## config.mk

```make
export PLATFORM = sky130hd
export DESIGN_NAME = uart_tx_arbiter
export DESIGN_NICKNAME = d
export VERILOG_FILES = /design/src/rtl/uart_tx_arbiter.sv
export SDC_FILE = /design/constraint.sdc
export NUM_CORES = 1
export LEC_CHECK = 0
export ABC_CLOCK_PERIOD_IN_PS = 4300
export BUFFER_PORTS_ARGS = -buffer_cell sky130_fd_sc_hd__buf_2
export CORE_MARGIN = 2
export CORE_UTILIZATION = 35
export DETAILED_ROUTE_END_ITERATION = 7
export PLACE_DENSITY = 0.69
export SYNTH_ARGS = -nofsm -noshare
export SYNTH_HDL_FRONTEND = slang
export SYNTH_SLANG_ARGS = --single-unit
```

## constraint.sdc

```tcl
create_clock -name clk -period 4.3 [get_ports clk]
set_clock_uncertainty 0.2 [all_clocks]
set_input_delay 0.86 -clock clk [delete_from_list [all_inputs] [get_ports clk]]
set_output_delay 0.86 -clock clk [all_outputs]
set_load 0.1 [all_outputs]
```

## src/rtl/uart_tx_arbiter.sv

```systemverilog
// Round-robin arbiter with bounded bursts that feeds one UART transmitter
// from NUM_REQ byte sources through a single-entry holding register.
module uart_tx_arbiter #(
  parameter int DATA_WIDTH = 8,
  parameter int NUM_REQ    = 4,
  parameter int MAX_BURST  = 2
) (
  input  logic                          clk,
  input  logic                          rst_n,
  input  logic [NUM_REQ-1:0]            req_valid,
  input  logic [NUM_REQ*DATA_WIDTH-1:0] req_data,
  input  logic [NUM_REQ-1:0]            req_error,
  output logic [NUM_REQ-1:0]            req_ready,
  output logic                          tx_valid,
  output logic [DATA_WIDTH-1:0]         tx_data,
  output logic                          tx_error,
  input  logic                          tx_ready,
  output logic [$clog2(NUM_REQ)-1:0]    grant_id,
  output logic                          busy
);

  localparam int IDW = $clog2(NUM_REQ);
  localparam int BW  = $clog2(MAX_BURST + 1);

  typedef enum logic {IDLE, LOADED} state_t;

  state_t         state, state_next;
  logic [BW-1:0]  burst_cnt;
  logic           cont;
  logic           any_req;
  logic           keep;
  logic           hit;
  logic [IDW-1:0] win;
  logic [IDW-1:0] cand;
  int             base;

  assign busy = (state == LOADED);

  // Handshake: a byte moves to tx_asm in a cycle where tx_valid && tx_ready;
  // a requester's byte is captured in a cycle where req_valid[i] && req_ready[i].
  always_comb begin
    state_next = state;
    req_ready  = '0;
    hit        = 1'b0;
    win        = grant_id;
    cand       = '0;
    any_req    = |req_valid;
    keep       = cont && (burst_cnt < BW'(MAX_BURST)) && req_valid[grant_id];
    // burst_cnt is zero only straight out of reset, where the search starts at 0.
    base       = (burst_cnt == '0) ? 0 : (int'(grant_id) + 1) % NUM_REQ;
    if (!keep) begin
      for (int k = 0; k < NUM_REQ; k++) begin
        cand = IDW'((base + k) % NUM_REQ);
        if (!hit && req_valid[cand]) begin
          hit = 1'b1;
          win = cand;
        end
      end
    end
    case (state)
      IDLE: begin
        if (any_req) begin
          state_next = LOADED;
          if (rst_n) req_ready[win] = 1'b1;
        end
      end
      LOADED: begin
        if (tx_ready) state_next = IDLE;
      end
      default: state_next = IDLE;
    endcase
  end

  always_ff @(posedge clk or negedge rst_n) begin
    if (!rst_n) begin
      state     <= IDLE;
      tx_valid  <= 1'b0;
      tx_data   <= '0;
      tx_error  <= 1'b0;
      grant_id  <= '0;
      burst_cnt <= '0;
      cont      <= 1'b0;
    end else begin
      state <= state_next;
      if (state == IDLE) begin
        if (any_req) begin
          tx_valid  <= 1'b1;
          tx_data   <= req_data[win*DATA_WIDTH +: DATA_WIDTH];
          tx_error  <= req_error[win];
          grant_id  <= win;
          burst_cnt <= keep ? burst_cnt + BW'(1) : BW'(1);
          cont      <= 1'b1;
        end else begin
          // An idle gap ends the burst; the owner must win the search again.
          cont <= 1'b0;
        end
      end else if (tx_ready) begin
        tx_valid <= 1'b0;
      end
    end
  end

endmodule

```

==> key figures, run 1 <==
Floorplanning
  – Full die area: 0.00489 mm2
  – Effective utilization at floorplan: 37.2%
  – Die Wd: 69.9 um
  – Core ar.: 0.00409 mm2
  – Die Ht: 69.9 um
  – IO Count: 60
  – FP Rows: 23

CTS
  – Clock sink count: 16
  – CTS Buf Count: 3
  – Root Buffer Master: clkbuf_8
  – TritonCTS clock tree: built
  – H-tree depth: 1
  – Skew-Pair Late Insertion Delay: about 0.25 ns
  – Clk slew on worst S/H paths: 0.07 ns
  – CTS Hold Bufs: 0
  – Clock Path Buffers: 2

Status
  – Status: finished, final reports clean

Flow run
  – Max Cap Violations: 0

Timing
  – Final setup TNS: 0 ns
  – Fin crit share: 94.6%
  – Final Hold Viols: 0
  – Slew headroom: 42.5%
  – Max-slew violations: 0
  – Final Setup Violations: 0
  – Peak Freq: 0.246 GHz
  – Fin crit period: 4.07 ns
  – RSZ-0062 raised after global routing: no
  – Slew @ Worst Pin: 0.859 ns

Critical path
  – Crit-path cells: buf_2, nand2b_1, a2111oi_0, o22a_1, a32o_1, nor3_4, buf_4, nor3b_4, buf_12
  – Crit end category: primary output
  – Worst r2r path cells: 12
  – Slowest-stage cell, CP: a2111oi_0
  – Stages on the worst setup path: 9
  – CP arrival: 3.01 ns
  – Worst Path Buf+Inv: 3
  – Startpoint types: input port
  – Critical path type: in -> out
  – Slowest cell delay on critical path: roughly 0.56 ns
  – Crit path required time: 3.24 ns
  – FF-to-FF End: tx_data[2]$_DFFE_PN0P_
  – Worst Setup SP: req_valid[0]
  – Crit path to: req_ready[1]
  – Top Family by Delay on Critical Path: compound AO/OA/AOI/OAI gates
  – FF-to-FF setup slack: about 1.1 ns
  – CP Max Fanout: 10
  – Origin of the critical flop-to-flop path: burst_cnt[1]$_DFFE_PN0P_

Yosys
  – Cell variety after synth: 50
  – Mean post-synth cell area: 8.94 um2
  – Synthesis-stage register bit count: 16
  – Sequential area share after synthesis: roughly a quarter
  – Syn nets: 214
  – Mapped cell area: around 0.0015 mm2
  – Fraction of registers with async set/reset: 100%
  – Ys Warns: 0
  – Top_reg_cell synth: dfrtp_1
  – Gate Count Post-Synth: 170
  – EDFF count, synth: 0

Layout
  – Final nets: 268
  – Most frequent cells in the layout: 55 x buf_2, 19 x nand2_1, 14 x dfrtp_1
  – Filler instances: 412
  – Final Core Density: about half
  – Multi-input logic area: 0.00103 mm2
  – Storage element area: 405 um2
  – Most common cell after layout, fill and taps aside: buf_2
  – Antenna diode count: 0
  – Share of cells above drive strength 1: 42.6%
  – Final instance area: 0.00198 mm2
  – Area growth syn-to-layout: 30.5%

Placed design
  – Routability cong.: approximately 0.84
  – Post-DP Area: ~0.0019 mm2
  – Port bufs: 59
  – Final HPWL DP: 3050 um

Detailed routing
  – Post-DR vias/cell: 5.64
  – Via Count: 1541
  – WL/cell: around 15 um
  – Drt drc: 0
  – Routed Antenna Nets: 0
  – DRT Pass-1 Iters: 4
  – Initial DRC Count: 105
  – Detailed-route wire length: 4020 um

Global routing
  – Vias in the first global route: approximately 1500
  – Largest net degree at the start of global routing: 25
  – Initial antenna violation count: 0
  – Grt ovf: 0
  – First-pass GRT wire length: 6790 um
  – Global Route Usage Sum: 16.7%

Worst hold path
  – HP Class: reg -> reg
  – Hold path cells: 2
flip-flops by register name (all words and copies together), names as in the netlist:
name	cells
cont	1
tx_error	1
busy	1
tx_valid	1
grant_id	2
tx_data	8
burst_cnt	2
per-stage QoR:
| step | instances | setup slack (ns) | hold WS, ns |
|---|---|---|---|
| after floorplan | 170 | -0.150 | 0.271 |
| after global placement | 268 | 0.193 | 0.273 |
| after detailed placement | 268 | 0.148 | 0.285 |
| after CTS | 273 | 0.0992 | 0.301 |
| after global routing | 273 | 0.0827 | 0.320 |
| final | 273 | 0.234 | 0.297 |
synthesized netlist by cell type, types with 2 or more instances:
cell type / instances / area share, %
nand4_1: 9 / 3.7
buf_6: 5 / 3.7
buf_2: 7 / 2.3
buf_4: 2 / 0.99
a21bo_2: 10 / 6.6
dfrtp_1: 16 / 26
nand3_1: 3 / 0.99
a21oi_1: 4 / 1.3
nor3_1: 6 / 2.0
or4bb_1: 3 / 2.2
nor3b_1: 2 / 0.99
o221ai_1: 2 / 1.2
o211ai_1: 10 / 4.9
clkbuf_1: 3 / 0.74
nand2_1: 19 / 4.7
nor2_1: 7 / 1.7
o21ai_0: 5 / 1.6
o31ai_1: 9 / 4.4
nand2b_1: 3 / 1.2
mux2i_1: 11 / 7.2
inv_1: 5 / 1.2
layer usage:
| metal | part of all wire [%] | GRT usage, % | vias to the layer above | routed length, um |
|---|---|---|---|---|
| li1 | - | - | 766 | - |
| met1 | 45 | 22.2 | 719 | 1820 |
| met2 | 49 | 28.6 | 54 | 1960 |
| met3 | 5.6 | 2.31 | 2 | 226 |
| met4 | 0.47 | 4.06 | 0 | 19 |
| met5 | 0 | 0 | - | 0 |
worst min-delay path by stage:
stage | slack [ns] | from | endpoint
after floorplan | 0.27 | cont$_DFFE_PN0N_ | cont$_DFFE_PN0N_
after global placement | 0.27 | tx_data[1]$_DFFE_PN0P_ | tx_data[1]$_DFFE_PN0P_
after detailed placement | 0.28 | tx_error$_DFFE_PN0P_ | tx_error$_DFFE_PN0P_
after CTS | 0.30 | tx_data[1]$_DFFE_PN0P_ | tx_data[1]$_DFFE_PN0P_
after global routing | 0.32 | tx_data[1]$_DFFE_PN0P_ | tx_data[1]$_DFFE_PN0P_
final | 0.30 | tx_data[1]$_DFFE_PN0P_ | tx_data[1]$_DFFE_PN0P_
timing repair:
item	in CTS	in global routing
buffers inserted	1	0
resized for setup	0	1
endpoints found under the setup margin	2	4
pin swaps	1	0
tightest hold or removal path, cell delays in order, from the launching register on:
cell	delay, ns
dfrtp_1	0.34
nand2_1	0.05
o211ai_1	0.07
cells by family after synthesis:
family | Yosys count | share of synthesized area [%]
adder cells (fa/ha/maj) | 1 | 0.823
XOR/XNOR | 1 | 0.576
AND/OR/NAND/NOR | 58 | 21.3
multiplexers | 13 | 9.47
buffers and inverters | 23 | 9.22
flip-flops | 16 | 26.3
AO/OA/AOI/OAI | 58 | 32.3
area by class of cell:
class | count | area share, %
Clock buffer | 4 | 2.78
Sequential cell | 16 | 20.4
Multi-Input combinational cell | 131 | 51.8
Timing Repair Buffer | 66 | 20.6
Tap cell | 50 | 3.15
Inverter | 6 | 1.26
Power of run 1 is not shown: default switching activity piles up to over one toggle a cycle in this logic, so the estimate is an artifact.
==> run 2: changes to the inputs <==
- CORE_MARGIN: 2 -> 4
- CTS_BUF_LIST: default -> sky130_fd_sc_hd__clkbuf_16
==> run 2 against run 1 <==
Core utilization increased by 0.80 points. Cell count increased by 0.37%. First-iteration DRC count rose by 8.6%. Critical endpoint is now req_ready[3]. Register-to-register slack improved by 0.19 ns.
==> key figures, run 2 (synthesis results as in run 1) <==
Global routing
  – Global Route Usage Sum: 16.7%
  – Initial antenna violation count: 0
  – Vias in the first global route: 1501
  – Largest net degree at the start of global routing: 25
  – First-pass GRT wire length: a little over 7000 um
  – Grt ovf: 0

CTS
  – TritonCTS clock tree: built
  – Skew-Pair Late Insertion Delay: about 0.24 ns
  – Clock sink count: 16
  – Clk slew on worst S/H paths: 0.05 ns
  – H-tree depth: 1
  – Clock Path Buffers: 2
  – CTS Buf Count: 3
  – Root Buffer Master: clkbuf_16

Critical path
  – CP Max Fanout: 12
  – Worst Setup SP: req_valid[3]
  – Crit end category: primary output
  – Crit-path most repeated cell: nor3_4
  – Crit-path cells: buf_2, or4bb_1, o211ai_1, o22a_1, a32o_1, nor3_4, buf_4, nor3_4, buf_12
  – Slowest cell delay on critical path: 0.48 ns
  – Critical path type: in -> out
  – FF-to-FF setup slack: 1.25 ns
  – Slowest-stage cell, CP: or4bb_1
  – Origin of the critical flop-to-flop path: burst_cnt[1]$_DFFE_PN0P_
  – Crit path required time: 3.24 ns
  – Startpoint types: input port
  – CP arrival: about 3.1 ns
  – Worst Path Buf+Inv: 3
  – Top Family by Delay on Critical Path: compound AO/OA/AOI/OAI gates

Layout
  – Largest register FFs: 8
  – Most common cell after layout, fill and taps aside: buf_2
  – Antenna diode count: 0
  – Filler instances: 391
  – Final cell count without fillers: 274
  – Share of cells above drive strength 1: between 40% and 50%
  – Area growth syn-to-layout: 32.6%
  – Final nets: between 200 and 300
  – Largest regs: tx_data (8), burst_cnt (2), grant_id (2)
  – Largest register by flop count: tx_data
  – Most frequent cells in the layout: 55 x buf_2, 19 x nand2_1, 14 x dfrtp_1

Timing
  – Fin crit period: 4.14 ns
  – Max-slew violations: 0
  – Final setup TNS: 0 ns
  – Slew @ Worst Pin: around 0.83 ns
  – Peak Freq: 0.241 GHz
  – RSZ-0062 raised after global routing: no
  – Slew headroom: between 40 and 50%
  – Final Setup Violations: 0
  – Final Hold Viols: 0
  – Fin crit share: 96.3%

Detailed routing
  – Drt drc: 0
  – Initial DRC Count: 114
  – Via Count: 1541
  – Detailed-route wire length: 4120 um
  – Post-DR vias/cell: roughly 5.6
  – DRT Pass-1 Iters: 4
  – WL/cell: ~15 um
  – Routed Antenna Nets: 0

Floorplanning
  – Die Ht: 73.9 um
  – Die Wd: 73.9 um
  – Effective utilization at floorplan: a little under two fifths
  – Full die area: 0.00546 mm2
  – Core ar.: around 0.0041 mm2
  – IO Count: 60
  – FP Rows: 23

Placed design
  – Final HPWL DP: 3120 um
  – Total placed cells including tap cells: 269
  – Port bufs: 59
  – Routability cong.: 0.778

Worst hold path
  – Hold path start: tx_data[0]$_DFFE_PN0P_
  – HP Class: reg -> reg

Status
  – Status: finished, final reports clean

Flow run
  – Max Cap Violations: 0
-- run 2: repair_timing --
item,in CTS,in global routing
hold endpoints to repair,0,0
gates resized for setup,0,2
pin swaps,1,0
setup endpoints to repair,2,4
hold buffers,0,0
setup buffers,1,0
-- run 2: worst reg2reg max path: stages (launching register included) --
cell       delay (ns)
dfrtp_1          0.35
inv_1            0.10
ha_2             0.36
mux2_2           0.37
nor3_1           0.24
o22a_1           0.36
a2111oi_4        0.10
nor3_4           0.28
buf_4            0.24
mux2i_1          0.21
o211ai_1         0.11
-- run 2: metal layers --
layer	vias up	GRT usage, %	wire length [um]
li1	770	-	-
met1	703	24.2	1830
met2	60	25.4	1950
met3	8	2.05	252
met4	0	6.24	78
met5	-	0	0
-- run 2: path summary, 6_finish.rpt --
path | depth (start not counted) | endpoint
setup / recovery | 9 | req_ready[3]
hold / removal | 2 | tx_data[0]$_DFFE_PN0P_
setup reg to reg | 10 | tx_data[7]$_DFFE_PN0P_
hold reg to reg | 2 | tx_data[0]$_DFFE_PN0P_
max in group asynchronous | 1 | grant_id[1]$_DFFE_PN0P_
min in group asynchronous | 1 | tx_data[0]$_DFFE_PN0P_
-- run 2: per-stage QoR --
| stage | worst slack (ns) | hold WS (ns) | util, % | cell area (um2) |
|---|---|---|---|---|
| global route | 0.00411 | 0.335 | 49.3 | 2020 |
| global placement | 0.150 | 0.274 | 47.1 | 1930 |
| floorplan | -0.150 | 0.271 | - | 1590 |
| finish | 0.158 | 0.286 | 49.3 | 2020 |
| detailed placement | 0.121 | 0.281 | 47.1 | 1930 |
| CTS | 0.105 | 0.293 | 49.2 | 2010 |
-- run 2: layout make-up --
cell class	count	area, um2	area share (%)
multi-input combinational	131	1030	51.0
timing repair buffer	67	415	20.6
sequential	16	405	20.1
clock buffer	3	75.1	3.72
tap	50	62.6	3.10
inverter	6	25.0	1.24
clock inverter	1	3.75	0.186
Power of run 2 is left out for the same reason.
==> run 3: changes to the inputs <==
- BUFFER_PORTS_ARGS: -buffer_cell sky130_fd_sc_hd__buf_2 -> default
- DONT_BUFFER_PORTS: default -> 1
- PLACE_DENSITY: 0.69 -> 0.57
==> run 3 against run 2 <==
Via count decreased by 12%. Sequential cell count unchanged. First-iteration DRC count decreased by 30%. Global-route usage decreased by 0.38 points. Register-to-register slack got worse by 0.20 ns. Core utilization decreased by 6.9 points. Maximum frequency increased by 1.2%. Critical path type is now reg -> out. Critical endpoint is now req_ready[0].
==> key figures, run 3 (synthesis results as in run 1) <==
Timing
  – Max-slew violations: 0
  – Final Hold Viols: 0
  – Fin crit period: 4.09 ns
  – Fin crit share: 95.2%
  – Final Setup Violations: 0
  – Peak Freq: 0.244 GHz
  – Slew headroom: 38.4%
  – RSZ-0062 raised after global routing: no
  – Slew @ Worst Pin: 0.924 ns

Global routing
  – Grt ovf: 0
  – Vias in the first global route: 1431
  – Global Route Usage Sum: 16.3%
  – First-pass GRT wire length: 6980 um
  – Initial antenna violation count: 0
  – Largest net degree at the start of global routing: 25

Critical path
  – Startpoint types: register
  – CP Max Fanout: 16
  – Critical path type: reg -> out
  – Crit end category: primary output
  – Crit path required time: 3.24 ns
  – CP arrival: 3.03 ns

CTS
  – CTS Buf Count: 3
  – Root Buffer Master: clkbuf_16
  – TritonCTS clock tree: built
  – H-tree depth: 1
  – Clock Path Buffers: 2
  – Skew-Pair Late Insertion Delay: approximately 0.24 ns
  – Clock sink count: 16
  – Clk slew on worst S/H paths: roughly 0.05 ns
  – Setup bufs post-CTS: 0
  – CTS Hold Bufs: 0

Layout
  – Largest register by flop count: tx_data
  – Antenna diode count: 0
  – Area growth syn-to-layout: 14.1%
  – Final instance area: 0.00173 mm2
  – Final nets: 212
  – Share of cells above drive strength 1: a little under a quarter
  – Largest register FFs: 8
  – Most common cell after layout, fill and taps aside: nand2_1
  – Most frequent cells in the layout: 19 x nand2_1, 14 x dfrtp_1, 11 x mux2i_1
  – Largest regs: tx_data (8), burst_cnt (2), grant_id (2)

Detailed routing
  – Routed Antenna Nets: 0
  – Initial DRC Count: 80
  – Detailed-route wire length: between 4000 and 5000 um
  – Drt drc: 0
  – Post-DR vias/cell: 6.27
  – Via Count: 1360
  – WL/cell: 19.4 um
  – DRT Pass-1 Iters: 4

Status
  – Status: finished, final reports clean

Placed design
  – Post-DP Area: roughly 0.0016 mm2
  – Final HPWL DP: 3250 um
  – Routability cong.: 0.760
  – Port bufs: 0

Floorplanning
  – IO Count: 60
  – FP Rows: 23
  – Die Wd: 73.9 um
  – Effective utilization at floorplan: a little under two fifths
  – Die Ht: 73.9 um
  – Full die area: about 0.0055 mm2
  – Core ar.: about 0.004 mm2

Flow run
  – Max Cap Violations: 0

Worst hold path
  – HP Class: in -> async
## run 3: changes by cell type in the layout (fill, tap and decap cells not counted), sizes merged
cell / delta
buf: -57
## run 3: worst paths after layout
kind                                          start                       to  slack, ns  depth (start not counted)
hold / removal                                rst_n     tx_valid$_DFFE_PN0P_       0.11                          0
setup / recovery           burst_cnt[1]$_DFFE_PN0P_             req_ready[0]       0.21                         10
hold reg to reg                    cont$_DFFE_PN0N_         cont$_DFFE_PN0N_       0.33                          2
max in group asynchronous                     rst_n  grant_id[0]$_DFFE_PN0P_       3.71                          0
setup reg to reg           burst_cnt[1]$_DFFE_PN0P_   tx_data[7]$_DFFE_PN0P_       1.05                         10
min in group clk                   cont$_DFFE_PN0N_         cont$_DFFE_PN0N_       0.33                          2
## run 3: layout make-up
cell class                      instances  area [um2]
Clock buffer                            3        75.1
Clock inverter                          1        3.75
Fill cell                             393        2350
Inverter                                6        25.0
Multi-Input combinational cell        131        1040
Sequential cell                        16         405
Tap cell                               50        62.6
Timing Repair Buffer                   10         125
## run 3: worst max-delay path: stages, from the launching register on
cell,delay [ns]
dfrtp_1,0.32
inv_1,0.09
ha_4,0.24
or4bb_1,0.47
o2bb2ai_1,0.24
o22a_1,0.33
a2111oi_4,0.15
nor3_4,0.43
inv_4,0.08
nor3b_4,0.22
buf_12,0.20
## run 3: per-stage QoR
step                      cells  util, %  setup WS, ns  hold slack, ns  setup TNS [ns]
after floorplan             170        -        -0.150           0.271          -0.445
after global placement      213     40.2         0.302           0.302               0
after detailed placement    213     40.2         0.219           0.312               0
after CTS                   217     42.2        0.0997           0.106               0
after global routing        217     42.4       0.00464          0.0975               0
final                       217     42.4         0.206           0.110               0
## run 3: metal layers
metal / track usage (%) / up-vias / wire (um)
li1: - / 650 / -
met1: 18.9 / 646 / 1630
met2: 28.7 / 54 / 2130
met3: 3.97 / 10 / 343
met4: 6.44 / 0 / 108
met5: 0 / - / 0
## run 3: timing repair
action	CTS	global route
resized for setup	1	1
pin swaps	0	1
cloned	0	0
setup endpoints to repair	3	4
Power of run 3 is left out for the same reason.
